File: src/rtl/univ_shift_register.sv
// N-bit universal shift register: shift, rotate, arithmetic shift, load and clear,
// plus a counted burst engine that repeats one shift/rotate op burst_len times.
module univ_shift_register #(
    parameter int N     = 8,
    parameter int CNT_W = 4
) (
    input  logic             clk,
    input  logic             rst,
    input  logic             en,
    input  logic [2:0]       mode,
    input  logic             sin_msb,
    input  logic             sin_lsb,
    input  logic [N-1:0]     pdata,
    input  logic             burst_start,
    input  logic [CNT_W-1:0] burst_len,
    output logic [N-1:0]     Q,
    output logic             sout_msb,
    output logic             sout_lsb,
    output logic             busy,
    output logic             done
);

    typedef enum logic [2:0] {
        OP_HOLD = 3'b000,
        OP_SHR  = 3'b001,
        OP_SHL  = 3'b010,
        OP_ROR  = 3'b011,
        OP_ROL  = 3'b100,
        OP_LOAD = 3'b101,
        OP_ASR  = 3'b110,
        OP_CLR  = 3'b111
    } op_t;

    typedef enum logic [1:0] {
        IDLE = 2'b00,
        BUSY = 2'b01,
        DONE = 2'b10
    } state_t;

    state_t           state, state_d;
    op_t              burst_mode, burst_mode_d;
    logic [CNT_W-1:0] cnt, cnt_d;
    logic [N-1:0]     q_d;

    function automatic logic [N-1:0] apply_op(input op_t op, input logic [N-1:0] q,
                                              input logic smsb, input logic slsb,
                                              input logic [N-1:0] pd);
        logic [N-1:0] r;
        r = q;
        case (op)
            OP_SHR:  r = {smsb, q[N-1:1]};
            OP_SHL:  r = {q[N-2:0], slsb};
            OP_ROR:  r = {q[0], q[N-1:1]};
            OP_ROL:  r = {q[N-2:0], q[N-1]};
            OP_LOAD: r = pd;
            OP_ASR:  r = {q[N-1], q[N-1:1]};
            OP_CLR:  r = '0;
            default: r = q;
        endcase
        return r;
    endfunction

    function automatic logic is_burstable(input op_t op);
        return (op == OP_SHR) || (op == OP_SHL) || (op == OP_ROR) ||
               (op == OP_ROL) || (op == OP_ASR);
    endfunction

    // NOTE: every always_comb output gets a default first so no path leaves it
    // unassigned; otherwise synthesis infers a latch.
    always_comb begin
        state_d      = state;
        burst_mode_d = burst_mode;
        cnt_d        = cnt;
        q_d          = Q;
        case (state)
            IDLE: begin
                if (en) begin
                    if (burst_start && is_burstable(op_t'(mode))) begin
                        burst_mode_d = op_t'(mode);
                        cnt_d        = burst_len;
                        state_d      = (burst_len == '0) ? DONE : BUSY;
                    end else begin
                        q_d = apply_op(op_t'(mode), Q, sin_msb, sin_lsb, pdata);
                    end
                end
            end
            BUSY: begin
                if (en) begin
                    q_d   = apply_op(burst_mode, Q, sin_msb, sin_lsb, pdata);
                    cnt_d = cnt - CNT_W'(1);
                    if (cnt == CNT_W'(1)) state_d = DONE;
                end
            end
            // DONE always returns to IDLE, even with en low, so done is a single pulse
            DONE:    state_d = IDLE;
            default: state_d = IDLE;
        endcase
    end

    // NOTE: sequential state uses non-blocking assignments so all flops sample
    // pre-edge values, matching the hardware.
    always_ff @(posedge clk or negedge rst) begin
        if (!rst) begin
            state      <= IDLE;
            burst_mode <= OP_HOLD;
            cnt        <= '0;
            Q          <= '0;
            busy       <= 1'b0;
            done       <= 1'b0;
        end else begin
            state      <= state_d;
            burst_mode <= burst_mode_d;
            cnt        <= cnt_d;
            Q          <= q_d;
            busy       <= (state_d == BUSY);
            done       <= (state_d == DONE);
        end
    end

    assign sout_msb = Q[N-1];
    assign sout_lsb = Q[0];

endmodule

File: config.mk
export PLATFORM = sky130hd
export DESIGN_NAME = univ_shift_register
export DESIGN_NICKNAME = d
export VERILOG_FILES = /design/src/rtl/univ_shift_register.sv
export SDC_FILE = /design/constraint.sdc
export NUM_CORES = 1
export LEC_CHECK = 0
export ABC_AREA = 1
export CORE_MARGIN = 2
export CORE_UTILIZATION = 40
export CTS_BUF_LIST = sky130_fd_sc_hd__clkbuf_16
export DETAILED_ROUTE_END_ITERATION = 7
export MAX_ROUTING_LAYER = met4
export PLACE_DENSITY = 0.63
export SYNTH_ARGS = -nofsm -noshare
export SYNTH_HDL_FRONTEND = slang
export SYNTH_SLANG_ARGS = --single-unit
File: constraint.sdc
create_clock -name clk -period 1.54 [get_ports clk]
set_clock_uncertainty 0.05 [all_clocks]
set_input_delay 0.231 -clock clk [delete_from_list [all_inputs] [get_ports clk]]
set_output_delay 0.231 -clock clk [all_outputs]
set_load 0.03 [all_outputs]
-- Word-level counts from Yosys, hierarchy flattened
Index checks and enable logic that the tools add are counted.
- reduce and logical (&&, ||, !) cells: 12
- muxes and demuxes: 16
- add/sub/neg operators: 1
- eq/ne operators: 28
- operator list (kind ; count):
    one-hot mux 8 bit (7 select lines) ; 2
    equality test 3 bit (second input constant) ; 8
    two-way mux 8 bit ; 3
    one-hot mux 8 bit (2 select lines) ; 1
    equality test 3 x 2 -> 1 bit (second input constant) ; 4
    two-way mux 4 bit ; 3
    != test 2 bit (second input constant) ; 6
    two-way mux 2 bit ; 5
    != test 8 x 1 -> 1 bit (second input constant) ; 1
    != test 8 x 6 -> 1 bit (second input constant) ; 1
    one-hot mux 4 bit (2 select lines) ; 1
    AND reduction 8 bit ; 1
    != test 7 x 1 -> 1 bit (second input constant) ; 1
    != test 7 x 5 -> 1 bit (second input constant) ; 1
    equality test 3 x 1 -> 1 bit (second input constant) ; 2
    AND reduction 6 bit ; 1
    equality test 2 x 1 -> 1 bit (second input constant) ; 2
    equality test 4 x 1 -> 1 bit (second input constant) ; 1
    logical NOT 4 bit ; 1
    logical OR 1 bit ; 4
    one-hot mux 2 bit (2 select lines) ; 1
    AND reduction 4 bit ; 1
    subtractor 4 x 1 -> 4 bit (second input constant) ; 1
    AND reduction 3 bit ; 1
    4 further kinds ; 4
- register bits: 19
- logic and storage cells: 64
- input bits: 21

-- Depth between registers and ports, before layout
Gate-level depths: netlist (run 1).
- depth in word-level cells: 10
- gate-level depth with buffers: 10
- gate-level depth less buffers: 9

-- Worst setup path before layout (run 1)
No wires, ideal clock.
- path kind: register to register
- start point: register cnt[0]
- end point: register cnt[2]
- setup slack: 299 ps
- stages on the path, launching flop included: 8
- arrival time: 1067 ps
- setup time: 124 ps
- period minus slack after synthesis: 1241 ps
- data required time: 1366 ps
- cells stage by stage: dfrtp_1 > inv_1 > ha_1 > or2_2 > nand3_1 > nand2_1 > nand2_1 > o21ai_1
- cells in the longest elaborated chain, start to end: 3
- RTL lines (what ; RTL line ; source):
    start, declared ; 42 ; logic [CNT_W-1:0] cnt, cnt_d;
    start signal, assigned ; 113 ; cnt <= cnt_d;
    subtractor 4 x 1 -> 4 bit ; 90 ; cnt_d = cnt - CNT_W'(1);
    two-way mux 4 bit ; 88 ; if (en) begin
    one-hot mux 4 bit (2 select lines) ; 75 ; case (state)
No other way between the ends. The select of a mux whose other input is x is not followed.
A chain may end at the register's enable or synchronous reset.

-- Final worst setup path (run 1)
- start point: input mode[1]
- end point: register Q[5]
- cells in the longest elaborated chain, start to end: 8
- elaborated cells between the ends (all ways): 19
- classes of those cells: eq/ne (9); mux (4); reduce/logical (6)
- RTL lines (what ; RTL line ; source):
    start, declared ; 10 ; input logic [2:0] mode,
    equality test 3 x 1 -> 1 bit / equality test 3 x 2 -> 1 bit (equally long branches) ; 50, 64 ;
    logical OR 1 bit (3 in series) ; 64 ; return (op == OP_SHR) || (op == OP_SHL) || (op == OP_ROR) ||
    logical OR 1 bit ; 65 ; (op == OP_ROL) || (op == OP_ASR);
    logical AND 1 bit ; 78 ; if (burst_start && is_burstable(op_t'(mode))) begin
    != test 2 bit (no line) ; - ;
    AND reduction 6 bit (no line) ; - ;
    end signal, assigned ; 114 ; Q <= q_d;
    end, declared ; 16 ; output logic [N-1:0] Q,
Parallel ways exist; a longest one is shown, timed or not. The select of a mux whose other input is x is not followed.

==> metrics.md, run 1 <==
| Metric | Value |
|---|---|
| Pleak | ~1.1 nW |
| I/O pin cnt | 33 |
| Synth warn | 0 |
| DRC errors left | 0 |
| DIE AREA | around 4600 um^2 |
| Crit path DAT | ~1.5 ns |
| Critical path startpoint category | primary input |
| Initial antenna violation count | 0 |
| Post-CTS Setup Bufs | 0 |
| Non-filler cells in the finished layout | 335 |
| CTS max path bufs | 2 |
| I/O Buffers | 32 |
| Crit-path cells | clkdlybuf4s50_1 -> buf_4 -> inv_4 -> nand3_2 -> nand2_1 -> a21oi_1 -> nand2_1 -> nand3_2 -> nand2_1 |
| Vias in the first global route | ~1500 |
| Pwr Density | 1790 nW/um^2 |
| Post-route setup slack | approximately 0.1 ns |
| CP Capture Point | Q[5] |
| Pre-antenna DRT Iters | 4 |
| CP Capture Type | flop |
| Worst-Skew Late Latency | approximately 0.26 ns |
| Outcome | finished, final reports clean |
| Most frequent cells in the layout | nand2_1 (61), nand4_1 (24), buf_4 (24) |
| Hold Violations, Final | 0 |
| Pin count of the biggest net entering global routing | 20 |
| WS Path Type | primary input to flop |
| Num CTS Buffers | 3 |
| FF+latch count, synth | 19 |
| Total track usage | 0.215 |
| CP startpoint | mode[1] |
| Placer Congestion | ~0.83 |
| Routed wire length | approximately 4.4 mm |
| Crit path largest cell delay | between 0.4 and 0.5 ns |
| DP HPWL | approximately 3.3 mm |
| Worst r2r dst | Q[0] |
| R2R Path Start | burst_mode[0] |
| Area Overhead vs Synth | 35.4% |
| CP required | 1.64 ns |
| Die span in y | slightly below 70 um |
| Clock tree sinks | 19 |
| Fin crit share | 0.935 |
| Cell Area, Placed | roughly 2100 um^2 |
| Worst-Margin Slew | 0.320 ns |
| CTS tree | done |
| Pre-CTS setup slack | -0.221 ns |
| Wire per inst | ~13 um |
| Setup violators final | 0 |
| Routed vias | 1716 |
| H-tree levels | 1 |
| Seq/Total Area, Yosys | 0.290 |
| Post-route cell area | 2220 um^2 |
| Placed Instances | 331 |
| Syn Inst Count | ~230 |
| Num rows | 23 |
| Starting Density | 0.413 |
| Reg2Reg Setup Slack | ~0.10 ns |
| Max_cap viols | 0 |
| Mapped Nets | 255 |
| Gr ovfl total | 0 |
| RSZ-0062 raised after global routing | yes |
| CP max-delay cell | clkdlybuf4s50_1 |
| WHS | ~0.26 ns |
| Slew HR | 0.786 |
| First-pass GRT wire length | between 7 and 8 mm |
| Worst VDD drop | just over 0.0009 V |
| Worst path top cell family by delay | buffers and inverters |
| Setup_tns | 0 ns |
| Worst-path clk slew | 0.06 ns |
| Total power | just under 4 mW |
| Yosys cell types | 28 |
| Iteration-0 DRC Markers | around 170 |
| Synth Area per Inst | 7.06 um^2 |
| Minimum clock period | 1.44 ns |
| Core ar. | 3970 um^2 |
| Hold crit path type | primary input to asynchronous set/reset pin |
| Root buf cell | clkbuf_16 |
| ANT cells | 0 |
| DIE WIDTH | ~70 um |
| Layout cell share with drive strength beyond 1 | 0.263 |
| Logic depth of the worst path, buffers included | 9 |
| Most common cell after layout, fill and taps aside | nand2_1 |
| Via density | about 5 |
| CP Buf/Inv Count | 3 |
| CP max FO | 8 |
| Synth Cell Area | roughly 1600 um^2 |
| Fmax achieved | approximately 0.69 GHz |
| R2R cell count | 8 |
| Util after Layout | 0.559 |
| Max Slew Vio Count | 0 |
| Post-route ant nets | 0 |
| Layout Nets | between 300 and 400 |
| Most used cell, CP | nand2_1 |
per-layer routing:
| metal | up-vias | routed length (um) | global-route usage |
|---|---|---|---|
| met4 | 0 | 46 | 0.0575 |
| met5 | - | 0 | - |
| met2 | 60 | 2010 | 0.335 |
| li1 | 886 | - | - |
| met1 | 765 | 2040 | 0.288 |
| met3 | 5 | 280 | 0.0395 |
power by group:
part | switching, mW | internal, mW | total [mW] | leakage, nW
clock | 0.223 | 0.350 | 0.573 | 0.0409
combinational | 1.57 | 0.900 | 2.47 | 0.844
sequential | 0.211 | 0.718 | 0.930 | 0.238
how the worst min path moves through the flow:
stage / start / end / slack [ns] / cells after the start
after floorplan: rst / Q[0] / -0.11 / 0
after global placement: cnt[3] / cnt[3] / 0.51 / 2
after detailed placement: cnt[3] / cnt[3] / 0.51 / 2
after CTS: rst / Q[5] / 0.27 / 2
after global routing: rst / Q[5] / 0.29 / 2
final: rst / Q[4] / 0.26 / 2
worst register-to-register path, stage by stage (launching register included):
cell,delay [ns]
dfrtp_1,0.46
inv_2,0.25
nand3_2,0.13
nand2_2,0.09
nor2_4,0.04
nand2_4,0.13
inv_6,0.08
nand3_2,0.07
nand2_2,0.04
cells by family after synthesis:
| logic type | share of synthesized area |
|---|---|
| and+or+nand+nor | 0.473 |
| adders and majority gates | 0.0153 |
| DFF | 0.290 |
| buffers and inverters | 0.105 |
| AOI/OAI and AO/OA | 0.116 |
Yosys cell counts (all sizes together):
cell | n | area (um^2)
o21bai | 2 | 15.0
buf | 7 | 61.3
nand2 | 72 | 313
a31oi | 1 | 6.26
or2 | 1 | 6.26
dfrtp | 19 | 475
o21ai | 13 | 68.8
ha | 2 | 25.0
inv | 27 | 111
nor2 | 21 | 106
nand3 | 25 | 195
a21oi | 17 | 100
nor3 | 1 | 5.00
nand4 | 24 | 150
sequential cells by signal, summed over array words and instances, names as in the netlist:
name	cells
Q	8
burst_mode	3
busy	1
cnt	4
done	1
state	2
layout make-up:
cell class	count	area, um^2
Sequential cell	19	477
Fill cell	391	1750
Clock buffer	3	75.1
Clock inverter	1	5.00
Tap cell	50	62.6
Inverter	27	111
Multi-Input combinational cell	179	991
Timing Repair Buffer	56	498
what timing repair did:
item	4_1_cts	5_1_grt
setup endpoints to repair	10	15
pin swaps	0	0
resized for setup	10	5
hold buffers	0	0
Power figures use the tool's default switching activity.
==> run 2: changes to the inputs <==
Settings changed: ABC_AREA 1 to not set, CORE_ASPECT_RATIO set to 1.5, PLACE_DENSITY 0.63 to 0.62.
==> run 2 against run 1 <==
Net effect: the flow now finishes with violations (setup timing); largest power group unchanged; highest routed layer unchanged; sequential share of layout area shrank 5.3 points; clock power decreased by 2%; non-clock buffer count increased by 38.
==> metrics.md, run 2 <==
| Metric | Value |
|---|---|
| Outcome | complete, but fails checks |
| Violated checks | setup timing |
| Area Overhead vs Synth | 67.2% |
| Util after Layout | 0.702 |
| Starting Density | 0.420 |
| CP max FO | 8 |
| Mapped Nets | roughly 230 |
| WHS | around 0.27 ns |
| CP Buf/Inv Count | 0 |
| Crit-path cells | and2b_4 -> nor4_2 -> a211oi_2 -> mux2_4 |
| Routed vias | roughly 2100 |
| CTS Hold Buffers Added | 0 |
| CTS tree | done |
| Layout cell share with drive strength beyond 1 | 0.465 |
| Most used DFF post-synth | dfrtp_1 |
| Root buf cell | clkbuf_16 |
| DP HPWL | between 4 and 5 mm |
| DIE AREA | between 5000 and 6000 um^2 |
| Synth area leaders | dfrtp_1 (27%), mux2i_1 (5.6%), o31ai_2 (5.6%) |
| Synth Cell Area | 1780 um^2 |
| Crit path largest cell delay | between 0.4 and 0.5 ns |
| CP startpoint | burst_mode[1] |
| Max reg flops | 8 |
| First-pass GRT wire length | between 10 and 15 mm |
| CTS max path bufs | 2 |
| Non-filler cells in the finished layout | 330 |
| Slew HR | 0.758 |
| Setup violators final | 7 |
| Top reg by flops | Q |
| Post-route setup slack | -0.0406 ns |
| Critical path startpoint category | flop |
| Synth Area per Inst | 8.70 um^2 |
| R2R Path Start | burst_mode[1] |
| Worst VDD drop | 0.00154 V |
| Top Registers | Q x8, cnt x4, burst_mode x3 |
| Core ar. | ~4200 um^2 |
| Synth async-reset ratio | 1.00 |
| Minimum clock period | ~1.6 ns |
| Pin count of the biggest net entering global routing | 22 |
| Vias in the first global route | 2132 |
| Syn Inst Count | around 210 |
| Cell taking the most area after synthesis | dfrtp_1 |
| Clock tree sinks | 19 |
| Worst path top cell family by delay | flip-flops |
| Logic depth of the worst path, buffers included | 4 |
| RSZ-0062 raised after global routing | yes |
| Num rows | 29 |
| Placed Instances | approximately 320 |
| H-tree levels | 1 |
| Yosys cell types | 45 |
| CP required | around 1.6 ns |
| Wire per inst | approximately 20 um |
| CP Capture Type | flop |
| Initial antenna violation count | 0 |
| Fmax achieved | approximately 0.63 GHz |
| CP max-delay cell | dfrtp_2 |
| Placer Congestion | 0.979 |
| Most frequent cells in the layout | buf_4 (50), clkdlybuf4s50_1 (15), dfrtp_1 (13), o21ai_0 (13), dlygate4sd2_1 (12) |
| Via density | 6.30 |
| DIE WIDTH | between 50 and 60 um |
| Seq/Total Area, Yosys | 0.267 |
| Synth warn | 0 |
| Fillcell total | about 330 |
| Layout Nets | 308 |
| R2R cell count | 4 |
| Pleak | roughly 1.3 nW |
| Pre-antenna DRT Iters | 5 |
| Post-route ant nets | 0 |
| Iteration-0 DRC Markers | 111 |
| Crit path DAT | ~1.7 ns |
| I/O Buffers | 32 |
| Worst-path clk slew | about 0.06 ns |
| Most common cell in the netlist | dfrtp_1 |
| Routed wire length | 6.71 mm |
| Gr ovfl total | 0 |
| Fin crit share | 1.03 |
| Most common cell after layout, fill and taps aside | buf_4 |
| Cell Area, Placed | about 2500 um^2 |
| Pwr Density | roughly 2000 nW/um^2 |
| Worst-Skew Late Latency | about 0.26 ns |
| Synth top cells by count | dfrtp_1 (19), o21ai_0 (18), buf_2 (14) |
| Post-route cell area | between 2000 and 3000 um^2 |
| Num CTS Buffers | 3 |
| Max Slew Vio Count | 0 |
| Max_cap viols | 0 |
| EDFF count, synth | 0 |
| WS Path Type | flop to flop |
| Worst-Margin Slew | roughly 0.36 ns |
| Yosys top cell area share | 0.267 |
| FF+latch count, synth | 19 |
| DRC errors left | 0 |
| Die span in y | approximately 86 um |
| Hold Violations, Final | 0 |
| Total power | around 6.1 mW |
| ANT cells | 0 |
| Hold crit path type | primary input to asynchronous set/reset pin |
| I/O pin cnt | 33 |
| Total track usage | 0.277 |
## run 2: cell count changes after synthesis, sizes merged, moves of 9 or more
cell | before | now
nand4 | 24 | 0
inv | 27 | 4
a211oi | 0 | 12
nor2b | 0 | 11
nor2 | 21 | 12
mux2i | 0 | 10
nand3 | 25 | 3
nand2 | 72 | 5
and3 | 0 | 9
buf | 7 | 18
nand2b | 0 | 9
## run 2: path summary, 6_finish.rpt
path	slack [ns]	end
min in group clk	0.43	burst_mode[1]
worst min-delay path	0.27	busy
worst max register to register	-0.04	Q[7]
worst min register to register	0.54	cnt[3]
max in group asynchronous	0.92	Q[3]
worst max-delay path	-0.04	Q[7]
## run 2: logic make-up (layout without fill, tap and decap cells)
family | after synthesis | after routing | synth area share
AO/OA/AOI/OAI | 78 | 78 | 0.328
AND/OR/NAND/NOR | 68 | 68 | 0.236
buffers and inverters | 23 | 102 | 0.0688
flip-flops | 19 | 19 | 0.267
multiplexers | 14 | 14 | 0.0814
adder cells (fa/ha/maj) | 2 | 2 | 0.0140
XOR/XNOR | 1 | 1 | 0.00491
## run 2: timing repair
item                                    4_1_cts  5_1_grt
gates cloned                                  0        1
endpoints found under the setup margin       29       16
setup buffers                                 2        8
gates resized for setup                      50       33
pin swaps                                    12       10
## run 2: where the power goes
part	total, mW	internal (mW)	switching (mW)
Combinational	4.45	2.20	2.24
Sequential	1.08	0.739	0.341
Clock	0.559	0.349	0.210
## run 2: per-stage QoR
stage / setup WS [ns] / setup TNS (ns)
2_1_floorplan: -0.0126 / -0.0338
3_3_place_gp: -0.465 / -7.31
3_5_place_dp: -0.565 / -8.19
4_1_cts: -0.0216 / -0.0410
5_1_grt: -0.0778 / -0.524
6_report: -0.0406 / -0.122
## run 2: layer usage
layer	track usage	wire, um	vias up
met3	0.0302	386	21
met2	0.507	3780	86
met1	0.277	2320	1023
li1	-	-	950
met4	0.148	223	0
met5	-	0	-
## run 2: final cells by class
class	instances	area, um^2	share of cell area
clock buffer	3	75.1	0.0252
clock inverter	1	5.00	0.00168
inverter	4	15.0	0.00504
multi-input combinational	163	1490	0.498
sequential	19	483	0.162
tap	46	57.6	0.0193
timing repair buffer	94	861	0.289
